`src/rtl/sd_serial_emitter.sv`:
```
// Parallel-to-serial signed-digit emitter: Booth-recodes a two's-complement word into radix-2 SD digits, MSD first.
// Optional stall input io_hold is compiled in when SD_EMIT_HOLD_EN is defined.
module sd_serial_emitter #(
  parameter int WIDTH = 14,
  parameter int CNT_W = 4
) (
  input  logic             clk,
  input  logic             reset,
  input  logic [WIDTH-1:0] io_in,
  input  logic             io_load,
`ifdef SD_EMIT_HOLD_EN
  input  logic             io_hold,
`endif
  output logic             io_ready,
  output logic [1:0]       io_a,
  output logic             io_start,
  output logic             io_valid,
  output logic             io_last
);

  localparam logic IDLE = 1'b0;
  localparam logic EMIT = 1'b1;

  logic             state;
  logic [WIDTH:0]   sr;
  logic [CNT_W-1:0] cnt;
  logic             stall;
  logic             accept;

  // Digit for the bit pair (b_(i-1), b_i): +1 -> 2'b10, -1 -> 2'b01, else 0.
  function automatic logic [1:0] sd_digit(input logic lo, input logic hi);
    logic [1:0] d;
    case ({hi, lo})
      2'b01:   d = 2'b10;
      2'b10:   d = 2'b01;
      default: d = 2'b00;
    endcase
    return d;
  endfunction

`ifdef SD_EMIT_HOLD_EN
  assign stall = (state == EMIT) & io_hold;
`else
  assign stall = 1'b0;
`endif

  assign io_ready = (state == IDLE) | (io_last & ~stall);
  assign accept   = io_load & io_ready;

  // The MSD is registered straight from io_in, so sr is stored already shifted by one:
  // its top two bits always hold the pair for the next digit to emit.
  always_ff @(posedge clk) begin
    if (reset) begin
      state    <= IDLE;
      sr       <= '0;
      cnt      <= '0;
      io_a     <= 2'b00;
      io_start <= 1'b0;
      io_valid <= 1'b0;
      io_last  <= 1'b0;
    end else if (!stall) begin
      if (accept) begin
        state    <= EMIT;
        sr       <= {io_in[WIDTH-2:0], 2'b00};
        cnt      <= CNT_W'(WIDTH - 1);
        io_a     <= sd_digit(io_in[WIDTH-2], io_in[WIDTH-1]);
        io_start <= 1'b1;
        io_valid <= 1'b1;
        io_last  <= 1'b0;
      end else if (state == EMIT) begin
        if (cnt == '0) begin
          state    <= IDLE;
          io_a     <= 2'b00;
          io_start <= 1'b0;
          io_valid <= 1'b0;
          io_last  <= 1'b0;
        end else begin
          sr       <= {sr[WIDTH-1:0], 1'b0};
          cnt      <= cnt - 1'b1;
          io_a     <= sd_digit(sr[WIDTH-1], sr[WIDTH]);
          io_start <= 1'b0;
          io_last  <= (cnt == CNT_W'(1));
        end
      end
    end
  end

endmodule

```
`config.mk`:
```
export PLATFORM = sky130hd
export DESIGN_NAME = sd_serial_emitter
export DESIGN_NICKNAME = d
export VERILOG_FILES = /design/src/rtl/sd_serial_emitter.sv
export SDC_FILE = /design/constraint.sdc
export NUM_CORES = 1
export LEC_CHECK = 0
export BUFFER_PORTS_ARGS = -buffer_cell sky130_fd_sc_hd__buf_4
export CORE_MARGIN = 2
export CORE_UTILIZATION = 40
export DETAILED_ROUTE_END_ITERATION = 12
export SLEW_MARGIN = 20
export SYNTH_ARGS = -nofsm -noshare
export SYNTH_HDL_FRONTEND = slang
export SYNTH_SLANG_ARGS = --single-unit
```
`constraint.sdc`:
```
create_clock -name clk -period 3.9 [get_ports clk]
set_clock_uncertainty 0.1 [all_clocks]
set_input_delay 0.39 -clock clk [delete_from_list [all_inputs] [get_ports clk]]
set_output_delay 0.39 -clock clk [all_outputs]
set_load 0.005 [all_outputs]
```
# Word-level counts from Yosys, hierarchy flattened
# Cells that the tools add are included.
[totals]
ff_bits = 23
inputBits = 17
output_inout_bits = 6
elab_cells = 46
[op_classes]
addsub = 1
n_eq_ne = 6
n_mux = 20
bitwise_logic = 4
reduce_logical = 7
[op_table]
columns = ["operator", "count"]
rows = [
  ["15-bit two-way mux", 3],
  ["4-bit two-way mux", 3],
  ["1-bit two-way mux", 9],
  ["2-bit case mux with 2 select lines", 2],
  ["2-bit two-way mux", 3],
  ["2-bit AND reduction", 3],
  ["2-bit by 1-bit equality test with 1-bit output, second input constant", 2],
  ["2-bit equality test, second input constant", 2],
  ["4-bit by 1-bit equality test with 1-bit output, second input constant", 1],
  ["4-bit logical NOT", 1],
  ["2-bit nonzero test", 2],
  ["4-bit by 1-bit subtractor with 4-bit output, second input constant", 1],
  ["2-bit inequality test, second input constant", 1],
  ["1-bit NOT", 2],
  ["2-bit OR reduction", 1],
  ["1-bit AND", 1],
  ["1-bit OR", 1],
]

# Longest topological paths before layout
# Gate-level depths: netlist of the first run.
[depth]
word_depth = 5
depth_mapped = 7
mapped_depth_nobuf = 5

# Worst setup path before layout of the first run
# Ideal clock, no wire load.
[synth_timing]
path_kind = "reg2reg"
startpoint = "reg cnt[1]"
endpoint = "reg cnt[1]"
setup_time_ns = 0.103
t_arrival_ns = 1.489
required_time_ns = 3.697
path_slack_ns = 2.207
stages_incl_launch_ff = 7
path_buffers = 1
period_less_slack_ns = 1.693
path_cell_list = "dfxtp_1 -> inv_1 -> ha_1 -> or3b_1 -> buf_6 -> and3_4 -> a2111oi_2"
[synth_between]
elab_chain_len = 3
elab_cells_between_ends = 4
classes_between = "add/sub: 1; bitwise: 1; reduce/logical: 2"
[synth_rtl]
columns = ["element", "line_no", "source"]
rows = [
  ["start, declared", "26", "logic [CNT_W-1:0] cnt;"],
  ["start signal, assigned", "65", "cnt <= CNT_W'(WIDTH - 1);"],
  ["start signal, assigned", "79", "cnt <= cnt - 1'b1;"],
  ["branches (longest 3 deep; another with 4-bit by 1-bit subtractor with 4-bit output)", "n/a", ""],
]
# Parallel ways; which one is timed is not known.
# A chain may end at the register's enable or synchronous reset.

# Worst setup path after layout of the first run
[layout_timing]
startpoint = "reg state"
endpoint = "out io_ready"
[layout_between]
elab_chain_len = 2
[layout_rtl]
columns = ["element", "line_no", "source"]
rows = [
  ["start, declared", "24", "logic state;"],
  ["start signal, assigned", "54", "state <= IDLE;"],
  ["start signal, assigned", "63", "state <= EMIT;"],
  ["start signal, assigned", "72", "state <= IDLE;"],
  ["1-bit NOT", "47", "assign io_ready = (state == IDLE) | (io_last & ~stall);"],
  ["1-bit OR", "47", ""],
  ["end, declared", "14", "output logic io_ready,"],
]
# Every way passes these cells.

==> results of run 1 <==
[worst register-to-register path, cell delays in order, from the launching register on]
cell      delay [ns]
dfxtp_1         0.36
inv_1           0.11
ha_1            0.20
nor3b_2         0.81
o221ai_1        0.28
a31oi_1         0.21
[metrics by stage]
step	utilization, %	hold WS (ns)
final	48.5	0.220
after global routing	48.5	0.210
after CTS	48.5	0.214
after detailed placement	47.5	0.374
after global placement	47.5	0.357
after floorplan	-	0.353
[layer usage]
layer	wire [um]	part of all wire [%]
met2	1310	47
met4	26	0.93
met1	1290	46
met3	172	6.1
met5	0	0
[power by group through the flow]
stage               sequential (mW)  clock (mW)  combinational, mW
global placement              0.279           0              0.119
global route                  0.278       0.130              0.135
finish                        0.274       0.118              0.121
floorplan                     0.273           0             0.0903
detailed placement            0.280           0              0.121
CTS                           0.274       0.121              0.121
[final timing paths]
| kind | startpoint | to | slack (ns) | depth (start not counted) |
|---|---|---|---|---|
| hold / removal | io_in[2] | sr[4] | 0.22 | 3 |
| setup / recovery | state | io_ready | 1.66 | 4 |
| hold reg to reg | sr[3] | sr[4] | 0.38 | 2 |
| setup reg to reg | cnt[0] | sr[3] | 1.77 | 5 |
[area by class of cell]
cell class	count	area (um^2)
Clock buffer	3	22.5
Fill cell	282	1420
Clock inverter	1	5.00
Multi-Input combinational cell	94	617
Tap cell	31	38.8
Sequential cell	23	460
Inverter	6	22.5
Timing Repair Buffer	23	173
[cell families (layout without fill, tap and decap cells)]
kind of cell             Yosys count  count (layout)  share of synthesized area [%]
AO/OA/AOI/OAI                     43              43                           26.7
buffers and inverters             19              33                           7.32
multiplexers                       2               2                           1.72
flip-flops                        23              23                           39.6
adder cells (fa/ha/maj)            3               3                           3.23
AND/OR/NAND/NOR                   46              46                           21.4
[registers in the layout, summed over array words and instances, names as in the netlist]
name      cells
io_last       1
state         1
cnt           4
io_valid      1
io_start      1
io_a          2
sr           13
[layout by cell type (no fill, tap or decap), drive strengths merged, types with 2 or more instances in the layout]
cell type / count
o21ai: 8
nand2b: 2
ha: 3
a31oi: 8
dfxtp: 23
buf: 23
nor3: 8
a21oi: 7
nand3: 20
nor4b: 2
mux2i: 2
a2111oi: 2
a311oi: 6
inv: 6
o21a: 2
clkbuf: 3
o221ai: 7
nand2: 5
nor2: 4
==> impl_summary.txt, run 1 <==
----------------------------------------------------
[Final layout]
  Antenna diode count ... 0
  Non-filler instance count after layout ... 181
  Fraction of layout cells with a size suffix above 1 ... 21.3%
  Design Area, Final ... 1340 um^2
  Area Growth Syn to Fin ... 15.2%
  Final-stage net count ... 171

[Critical path]
  Highest-delay cell along the critical path ... dfxtp_1
  Arrival @ worst endpoint ... 1.75 ns
  Worst-path fanout max ... 17
  Buffers and inverters on the worst path ... 3
  Endpoint required time on the critical path ... 3.41 ns
  Startpoint type of the worst setup path ... flip-flop
  Maximum single-stage delay on the critical path ... 0.72 ns
  CP most frequent cell ... buf_4
  Endpoint type of the worst setup path ... primary output
  Kind of critical path ... flip-flop to primary output
  Kind of cell adding the most delay to the critical path ... flip-flops
  Worst path cell trace ... nor2b_1 -> buf_4 -> inv_2 -> buf_4

[STA]
  RSZ-0062 raised after global routing ... false
  Setup Viol. Count Final ... 0
  Final setup slack of the worst path ... 1.66 ns
  Final count of pins violating max slew ... 0
  Max transition margin ... 33.7%
  Measured slew at the worst slew-check pin ... 0.990 ns
  Final worst-path cycle share ... 57.4%
  Number of failing hold endpoints at the final stage ... 0
  Max frequency ... 447 MHz
  Total negative slack ... 0 ns
  Minimum period implied by the final worst setup slack ... 2.24 ns

[Floorplan]
  Area of the core ... 2760 um^2
  Num ports ... 23
  Die Ht ... 57.9 um
  Initial cell density of the core ... 42.2%
  Horizontal die dimension ... 57.9 um
  Std-Cell Rows ... 19
  Die area ... 3350 um^2

[Power]
  Switch Pwr ... 169 uW
  Int Power ... 344 uW
  Comb pwr share ... 23.5%
  Worst ir drop on vdd ... 0.000269 V
  Fraction of power spent switching nets ... 32.9%
  Power after layout ... 513 uW
  Clock network fraction of total power ... 23.0%
  P per Cell Area ... 383 nW/um^2
  Sequential fraction of design power ... 53.5%
  Leakage dissipation ... 0.481 nW

[Synth]
  Cell types with the largest area share after synthesis ... dfxtp_1, nand3_1, o221ai_1
  Sequential cell area fraction in the yosys report ... 39.6%
  Cell type with the largest total area after synthesis ... dfxtp_1
  Most frequent cells after synthesis ... dfxtp_1, nand3_1, a31oi_1, nor3_1
  Mean Syn Cell Area ... 8.55 um^2
  Async SR Flop Fraction ... 0%
  Unique masters post-synth ... 30
  Top cell type's share of synthesized area ... 39.6%
  Synthesized instance count ... 136
  Cell with the most instances after synthesis ... dfxtp_1
  Mapped cell area ... 1160 um^2
  Flop and latch count out of synthesis ... 23
  Synthesized Nets ... 156
  Most used flip-flop cell after synthesis ... dfxtp_1
  Yosys warning total ... 0
  Number of enable-type register cells in the synthesized netlist ... 0

[Placed design]
  Pre-CTS setup slack ... 1.79 ns
  Final HPWL from detailed placement ... 1820 um
  GP Congestion ... 0.776
  Placed insts ... 177
  Placed instance area ... 1310 um^2
  Port-buffer cells ... 22

[Global routing]
  Overflow after GRT ... 0
  Met3 usage in global routing ... 4.46%
  Initial antenna violation count ... 0
  Met1 routing resource usage after global routing ... 22.9%
  GR Util All Layers ... 17.7%
  Global route hottest layer ... met2
  Global-route wire length before repair ... 4700 um
  Via count of the first global-routing pass ... 1040
  Grt met2 use ... 29.5%
  Largest net degree at the start of global routing ... 24

[Drt]
  Number of detailed-route iterations in the first pass ... 4
  Via density per instance ... 6.09
  Antenna Nets Post-Route ... 0
  Number of violations reported at the end of detailed-routing iteration 0 ... 26
  Total DRC errors in the routed layout ... 0
  Routed wirelength normalized by instance count ... 15.5 um
  Final routed wirelength across all metal layers ... 2800 um
  Total via count in the routed design ... 1102

[Clock tree]
  CTS tree ... yes
  Total CTS buffers ... 3
  Hold_buf cts ... 0
  Clk root buf ... clkbuf_4
  Buffer depth of the longest clock path ... 2
  # Post-CTS Setup Buffers ... 0
  Number of clock sinks seen by CTS ... 23
  Clock transition time at the flip-flop clock pins of the worst setup and hold paths ... 0.15 ns
  H-tree depth ... 1
  Resize count post-CTS ... 0
  Worst skew pair latency ... 0.33 ns

[Flow run]
  Number of max-capacitance violations reported ... 0

[Worst hold path]
  Hold Path Class ... input port to flip-flop

[Outcome]
  Status ... completed

----------------------------------------------------
Power figures use the tool's default switching activity.
==> inputs of run 2 (changes only) <==
Clock period 3.9 ns to 1.8 ns, I/O delays scaled along.
==> run 2 against run 1 <==
Against the previous run: total power increased by 130%; setup slack worse by 1.5 ns; final area rose by 6.7%; clock power increased by 110%; sequential cell count did not move; final cell count is 4.4% higher; worst hold slack lost 0.21 ns; critical path depth rose by 1; sequential share of layout area shrank 2.2 points; utilization rose by 3.3 points; global-route usage down 0.29 points; critical endpoint is now cnt[1].
==> impl_summary.txt, run 2 (synthesis results as in run 1) <==
----------------------------------------------------
[Power]
  Clock network fraction of total power ... 21.5%
  Leakage dissipation ... 0.524 nW
  Worst ir drop on vdd ... 0.000459 V
  P per Cell Area ... 810 nW/um^2
  Fraction of power spent switching nets ... 31.9%
  Power after layout ... 1.16 mW
  Sequential fraction of design power ... 50.6%
  Switch Pwr ... 370 uW
  Int Power ... 788 uW
  Comb pwr share ... 27.8%

[Worst hold path]
  Number of cells traversed by the worst hold path ... 3
  Hold Path Class ... input port to flip-flop
  Worst Hold Path EP ... sr[2]
  Hold Path Origin ... io_in[0]

[STA]
  Hold slack ... 0.0117 ns
  Total negative slack ... 0 ns
  Max transition margin ... 68.7%
  Setup Viol. Count Final ... 0
  Minimum period implied by the final worst setup slack ... 1.66 ns
  RSZ-0062 raised after global routing ... false
  Number of failing hold endpoints at the final stage ... 0
  Final worst-path cycle share ... 92.0%
  Measured slew at the worst slew-check pin ... 0.468 ns
  Max frequency ... 604 MHz
  Final setup slack of the worst path ... 0.144 ns
  Final count of pins violating max slew ... 0

[Critical path]
  Reg-to-reg critical path endpoint ... cnt[1]
  Worst path cell trace ... inv_1 -> ha_4 -> or3b_4 -> and3_4 -> a2111oi_2
  Arrival @ worst endpoint ... 1.78 ns
  Setup slack on the worst flop-to-flop path ... 0.14 ns
  Worst-path fanout max ... 4
  Endpoint type of the worst setup path ... flip-flop
  Source of the critical timing path ... cnt[1]
  Launch point of the worst reg-to-reg path ... cnt[1]
  Maximum single-stage delay on the critical path ... 0.40 ns
  Cell count of the worst reg-to-reg path ... 5
  Kind of critical path ... flip-flop to flip-flop
  Buffers and inverters on the worst path ... 1
  Endpoint required time on the critical path ... 1.92 ns
  Kind of cell adding the most delay to the critical path ... simple AND/OR/NAND/NOR gates
  Highest-delay cell along the critical path ... or3b_4
  Startpoint type of the worst setup path ... flip-flop

[Placed design]
  Final HPWL from detailed placement ... 1820 um
  Placed instance area ... 1380 um^2
  Port-buffer cells ... 22
  Placed insts ... 184
  Pre-CTS setup slack ... 0.0793 ns
  GP Congestion ... 0.815

[Clock tree]
  Number of clock sinks seen by CTS ... 23
  # Post-CTS Setup Buffers ... 0
  Buffer depth of the longest clock path ... 2
  Worst skew pair latency ... 0.32 ns
  H-tree depth ... 1
  CTS tree ... yes
  Clock transition time at the flip-flop clock pins of the worst setup and hold paths ... 0.14 ns
  Clk root buf ... clkbuf_4
  Total CTS buffers ... 3

[Global routing]
  Global-route wire length before repair ... 4640 um
  Largest net degree at the start of global routing ... 24
  GR Util All Layers ... 17.4%
  Overflow after GRT ... 0
  Via count of the first global-routing pass ... 1043
  Initial antenna violation count ... 0

[Drt]
  Number of violations reported at the end of detailed-routing iteration 0 ... 30
  Total via count in the routed design ... 1144
  Number of detailed-route iterations in the first pass ... 4
  Via density per instance ... 6.05
  Routed wirelength normalized by instance count ... 14.7 um
  Total DRC errors in the routed layout ... 0
  Final routed wirelength across all metal layers ... 2780 um
  Antenna Nets Post-Route ... 0

[Final layout]
  FF+latch area ... 460 um^2
  Total area of multi-input combinational cells ... 632 um^2
  Commonest non-fill, non-tap cells in the layout ... buf_4, dfxtp_1, nand3_1
  Area Growth Syn to Fin ... 22.9%
  Final-stage net count ... 179
  Final design utilization ... 51.8%
  Non-filler instance count after layout ... 189
  Regs by FF count ... sr (13), cnt (4), io_a (2)
  Fraction of layout cells with a size suffix above 1 ... 26.6%
  Most frequent standard cell in the layout excluding fill and tap cells ... buf_4
  Largest register by flop count ... sr
  Antenna diode count ... 0
  Fillers ... 265
  Number of flip-flops under the largest register name ... 13
  Design Area, Final ... 1430 um^2

[Floorplan]
  Std-Cell Rows ... 19
  Num ports ... 23
  Die area ... 3350 um^2
  Initial cell density of the core ... 42.2%
  Horizontal die dimension ... 57.9 um
  Die Ht ... 57.9 um
  Area of the core ... 2760 um^2

[Flow run]
  Number of max-capacitance violations reported ... 0

[Outcome]
  Status ... completed

----------------------------------------------------
[run 2: cell count changes in the layout (fill, tap and decap cells not counted), sizes merged]
| cell | previous run | this run |
|---|---|---|
| buf | 23 | 30 |
| dlygate4sd3 | 0 | 1 |
[run 2: how the worst max path moves through the flow]
stage | endpoint | slack, ns | depth (start not counted)
finish | cnt[1] | 0.14 | 5
global route | cnt[1] | 0.05 | 5
CTS | cnt[1] | 0.04 | 5
detailed placement | cnt[1] | 0.08 | 5
global placement | cnt[1] | 0.16 | 5
floorplan | cnt[1] | 0.11 | 6
[run 2: power by group through the flow]
stage / clock, mW / sequential (mW) / combinational, mW
floorplan: 0 / 0.591 / 0.196
global placement: 0 / 0.595 / 0.310
detailed placement: 0 / 0.596 / 0.312
CTS: 0.260 / 0.585 / 0.313
global route: 0.291 / 0.593 / 0.356
finish: 0.249 / 0.586 / 0.322
[run 2: worst register-to-register path: stages (launching register included)]
cell,delay [ns]
dfxtp_1,0.34
inv_1,0.11
ha_4,0.16
or3b_4,0.40
and3_4,0.19
a2111oi_2,0.27
[run 2: layout make-up]
type | instances | area share [%]
Inverter | 6 | 1.58
Timing Repair Buffer | 31 | 17.3
Clock inverter | 1 | 0.350
Sequential cell | 23 | 32.2
Multi-Input combinational cell | 94 | 44.2
Clock buffer | 3 | 1.58
Tap cell | 31 | 2.71
[run 2: what timing repair did]
| item | CTS | global route |
|---|---|---|
| gates resized for setup | 0 | 4 |
| hold buffers | 0 | 1 |
| hold endpoints to repair | 0 | 1 |
| setup endpoints to repair | 0 | 4 |
[run 2: per-layer routing]
layer,routed length [um],track usage [%]
met2,1310,28.9
met1,1300,23.4
met4,27,4.98
met3,136,2.90
met5,0,0
==> inputs of run 3 (changes only) <==
Settings changed: ABC_AREA set to 1, BUFFER_PORTS_ARGS -buffer_cell sky130_fd_sc_hd__buf_4 to not set, DONT_BUFFER_PORTS set to 1.
==> run 3 against run 2 <==
Against the previous run: sequential cell count stayed put; die area fell by 2.3%; critical endpoint is now sr[5]; setup slack improved by 0.052 ns; combinational power decreased by 27%; non-clock buffer count down 16; critical path depth grew 3; total power shrank 8.7%.
==> impl_summary.txt, run 3 <==
----------------------------------------------------
[Outcome]
  Status ... completed

[Floorplan]
  Horizontal die dimension ... 57.2 um
  Initial cell density of the core ... 41.5%
  Num ports ... 23
  Area of the core ... 2730 um^2
  Std-Cell Rows ... 19
  Die area ... 3280 um^2
  Die Ht ... 57.2 um

[Power]
  Switch Pwr ... 334 uW
  Clock network fraction of total power ... 22.7%
  Power after layout ... 1.06 mW
  Leakage dissipation ... 0.582 nW
  Int Power ... 723 uW
  Comb pwr share ... 22.3%
  Fraction of power spent switching nets ... 31.6%
  Worst ir drop on vdd ... 0.000434 V
  Sequential fraction of design power ... 54.9%
  P per Cell Area ... 812 nW/um^2

[Synth]
  Synthesized Nets ... 189
  Unique masters post-synth ... 23
  Number of enable-type register cells in the synthesized netlist ... 0
  Mean Syn Cell Area ... 6.71 um^2
  Most frequent cells after synthesis ... nand2_1, dfxtp_1, a21oi_1, inv_1, nand3_1
  Top cell type's share of synthesized area ... 40.6%
  Most used flip-flop cell after synthesis ... dfxtp_1
  Flop and latch count out of synthesis ... 23
  Sequential cell area fraction in the yosys report ... 40.6%
  Cell with the most instances after synthesis ... nand2_1
  Yosys warning total ... 0
  Async SR Flop Fraction ... 0%
  Mapped cell area ... 1130 um^2
  Cell type with the largest total area after synthesis ... dfxtp_1
  Synthesized instance count ... 169
  Cell types with the largest area share after synthesis ... dfxtp_1, nand2_1, a21oi_1

[Global routing]
  Initial antenna violation count ... 0
  Overflow after GRT ... 0
  Via count of the first global-routing pass ... 943
  Largest net degree at the start of global routing ... 26
  GR Util All Layers ... 15.3%
  Global-route wire length before repair ... 3900 um

[STA]
  Setup Viol. Count Final ... 0
  Total negative slack ... 0 ns
  Minimum period implied by the final worst setup slack ... 1.60 ns
  Final count of pins violating max slew ... 0
  RSZ-0062 raised after global routing ... false
  Max transition margin ... 53.7%
  Final worst-path cycle share ... 89.1%
  Max frequency ... 623 MHz
  Measured slew at the worst slew-check pin ... 0.692 ns
  Final setup slack of the worst path ... 0.195 ns
  Number of failing hold endpoints at the final stage ... 0

[Critical path]
  Worst-path fanout max ... 14
  Startpoint type of the worst setup path ... flip-flop
  Kind of critical path ... flip-flop to flip-flop
  CP most frequent cell ... nand2_2
  Highest-delay cell along the critical path ... dfxtp_1
  Kind of cell adding the most delay to the critical path ... flip-flops
  Arrival @ worst endpoint ... 1.68 ns
  Endpoint type of the worst setup path ... flip-flop
  Endpoint required time on the critical path ... 1.88 ns
  Worst path cell trace ... inv_1 -> ha_1 -> nand2_2 -> nand2_2 -> nand2_2 -> clkinv_2 -> nand2_1 -> a21oi_1
  Maximum single-stage delay on the critical path ... 0.40 ns
  Buffers and inverters on the worst path ... 2

[Final layout]
  Number of flip-flops under the largest register name ... 13
  Largest register by flop count ... sr
  Fraction of layout cells with a size suffix above 1 ... 7.18%
  Most frequent standard cell in the layout excluding fill and tap cells ... nand2_1
  Final-stage net count ... 202
  Regs by FF count ... sr (13), cnt (4), io_a (2)
  Antenna diode count ... 0
  Final design utilization ... 47.6%
  Fillers ... 280
  Commonest non-fill, non-tap cells in the layout ... nand2_1, dfxtp_1, a21oi_1
  Area Growth Syn to Fin ... 14.8%

[Clock tree]
  Buffer depth of the longest clock path ... 2
  Clk root buf ... clkbuf_4
  H-tree depth ... 1
  Total CTS buffers ... 3
  Clock transition time at the flip-flop clock pins of the worst setup and hold paths ... 0.13 ns
  Resize count post-CTS ... 0
  Worst skew pair latency ... 0.31 ns
  CTS tree ... yes
  Number of clock sinks seen by CTS ... 23

[Placed design]
  Final HPWL from detailed placement ... 1590 um
  Port-buffer cells ... 0
  GP Congestion ... 0.708
  Pre-CTS setup slack ... 0.235 ns

[Drt]
  Final routed wirelength across all metal layers ... 2330 um
  Number of detailed-route iterations in the first pass ... 6
  Total via count in the routed design ... 1010
  Antenna Nets Post-Route ... 0
  Via density per instance ... 4.76
  Number of violations reported at the end of detailed-routing iteration 0 ... 16
  Total DRC errors in the routed layout ... 0
  Routed wirelength normalized by instance count ... 11.0 um

[Flow run]
  Number of max-capacitance violations reported ... 0

[Worst hold path]
  Hold Path Class ... input port to flip-flop

----------------------------------------------------
==> run 3: area by class of cell <==
| class | instances | area, um^2 | share of cell area [%] |
|---|---|---|---|
| multi-input combinational | 124 | 569 | 43.7 |
| sequential | 23 | 460 | 35.4 |
| timing repair buffer | 15 | 148 | 11.3 |
| inverter | 15 | 57.6 | 4.42 |
| tap | 31 | 38.8 | 2.98 |
| clock buffer | 3 | 22.5 | 1.73 |
| clock inverter | 1 | 5.00 | 0.385 |
==> run 3: what timing repair did <==
| action | CTS | global route |
|---|---|---|
| setup buffers | 0 | 0 |
| hold buffers | 14 | 0 |
| hold endpoints to repair | 21 | 0 |
==> run 3: logic make-up after synthesis <==
| group | count (synthesis) | share of synthesized area (%) |
|---|---|---|
| adder cells (fa/ha/maj) | 3 | 3.31 |
| XOR/XNOR | 1 | 0.773 |
| buffers and inverters | 22 | 9.16 |
| AO/OA/AOI/OAI | 26 | 11.8 |
| flip-flops | 23 | 40.6 |
| AND/OR/NAND/NOR | 94 | 34.3 |
==> run 3: worst reg2reg max path, cell delays in order (launching register included) <==
cell and delay (ns):
dfxtp_1 0.40, inv_1 0.10, ha_1 0.23, nand2_2 0.13
nand2_2 0.08, nand2_2 0.08, clkinv_2 0.18, nand2_1 0.10
a21oi_1 0.07
==> run 3: path summary, 6_finish.rpt <==
path              startpoint      end  slack, ns  cells past startpoint
setup reg to reg      cnt[0]    sr[5]       0.20                      8
setup / recovery      cnt[0]    sr[5]       0.20                      8
hold / removal     io_in[12]  io_a[0]       0.05                      5
hold reg to reg       sr[12]   sr[12]       0.37                      2
==> run 3: power groups by stage <==
| stage | registers [mW] | logic (mW) | clock network [mW] |
|---|---|---|---|
| 6_report | 0.581 | 0.236 | 0.240 |
| 5_1_grt | 0.587 | 0.272 | 0.281 |
| 4_1_cts | 0.581 | 0.239 | 0.254 |
| 3_5_place_dp | 0.593 | 0.207 | 0 |
| 3_3_place_gp | 0.592 | 0.203 | 0 |
| 2_1_floorplan | 0.585 | 0.188 | 0 |
==> run 3: per-stage QoR <==
| stage | hold slack, ns | area (um^2) | cells |
|---|---|---|---|
| floorplan | 0.228 | 1130 | 169 |
| global route | 0.0477 | 1300 | 212 |
| finish | 0.0503 | 1300 | 212 |
| detailed placement | 0.155 | 1130 | 194 |
| CTS | 0.0393 | 1300 | 212 |
| global placement | 0.152 | 1130 | 194 |
==> run 3: routing by layer <==
layer / track usage (%) / routed length (um) / up-vias
li1: - / - / 550
met1: 17.5 / 1090 / 448
met2: 27.3 / 1170 / 10
met3: 3.63 / 51 / 2
met4: 5.98 / 17 / 0
met5: 0 / 0 / -
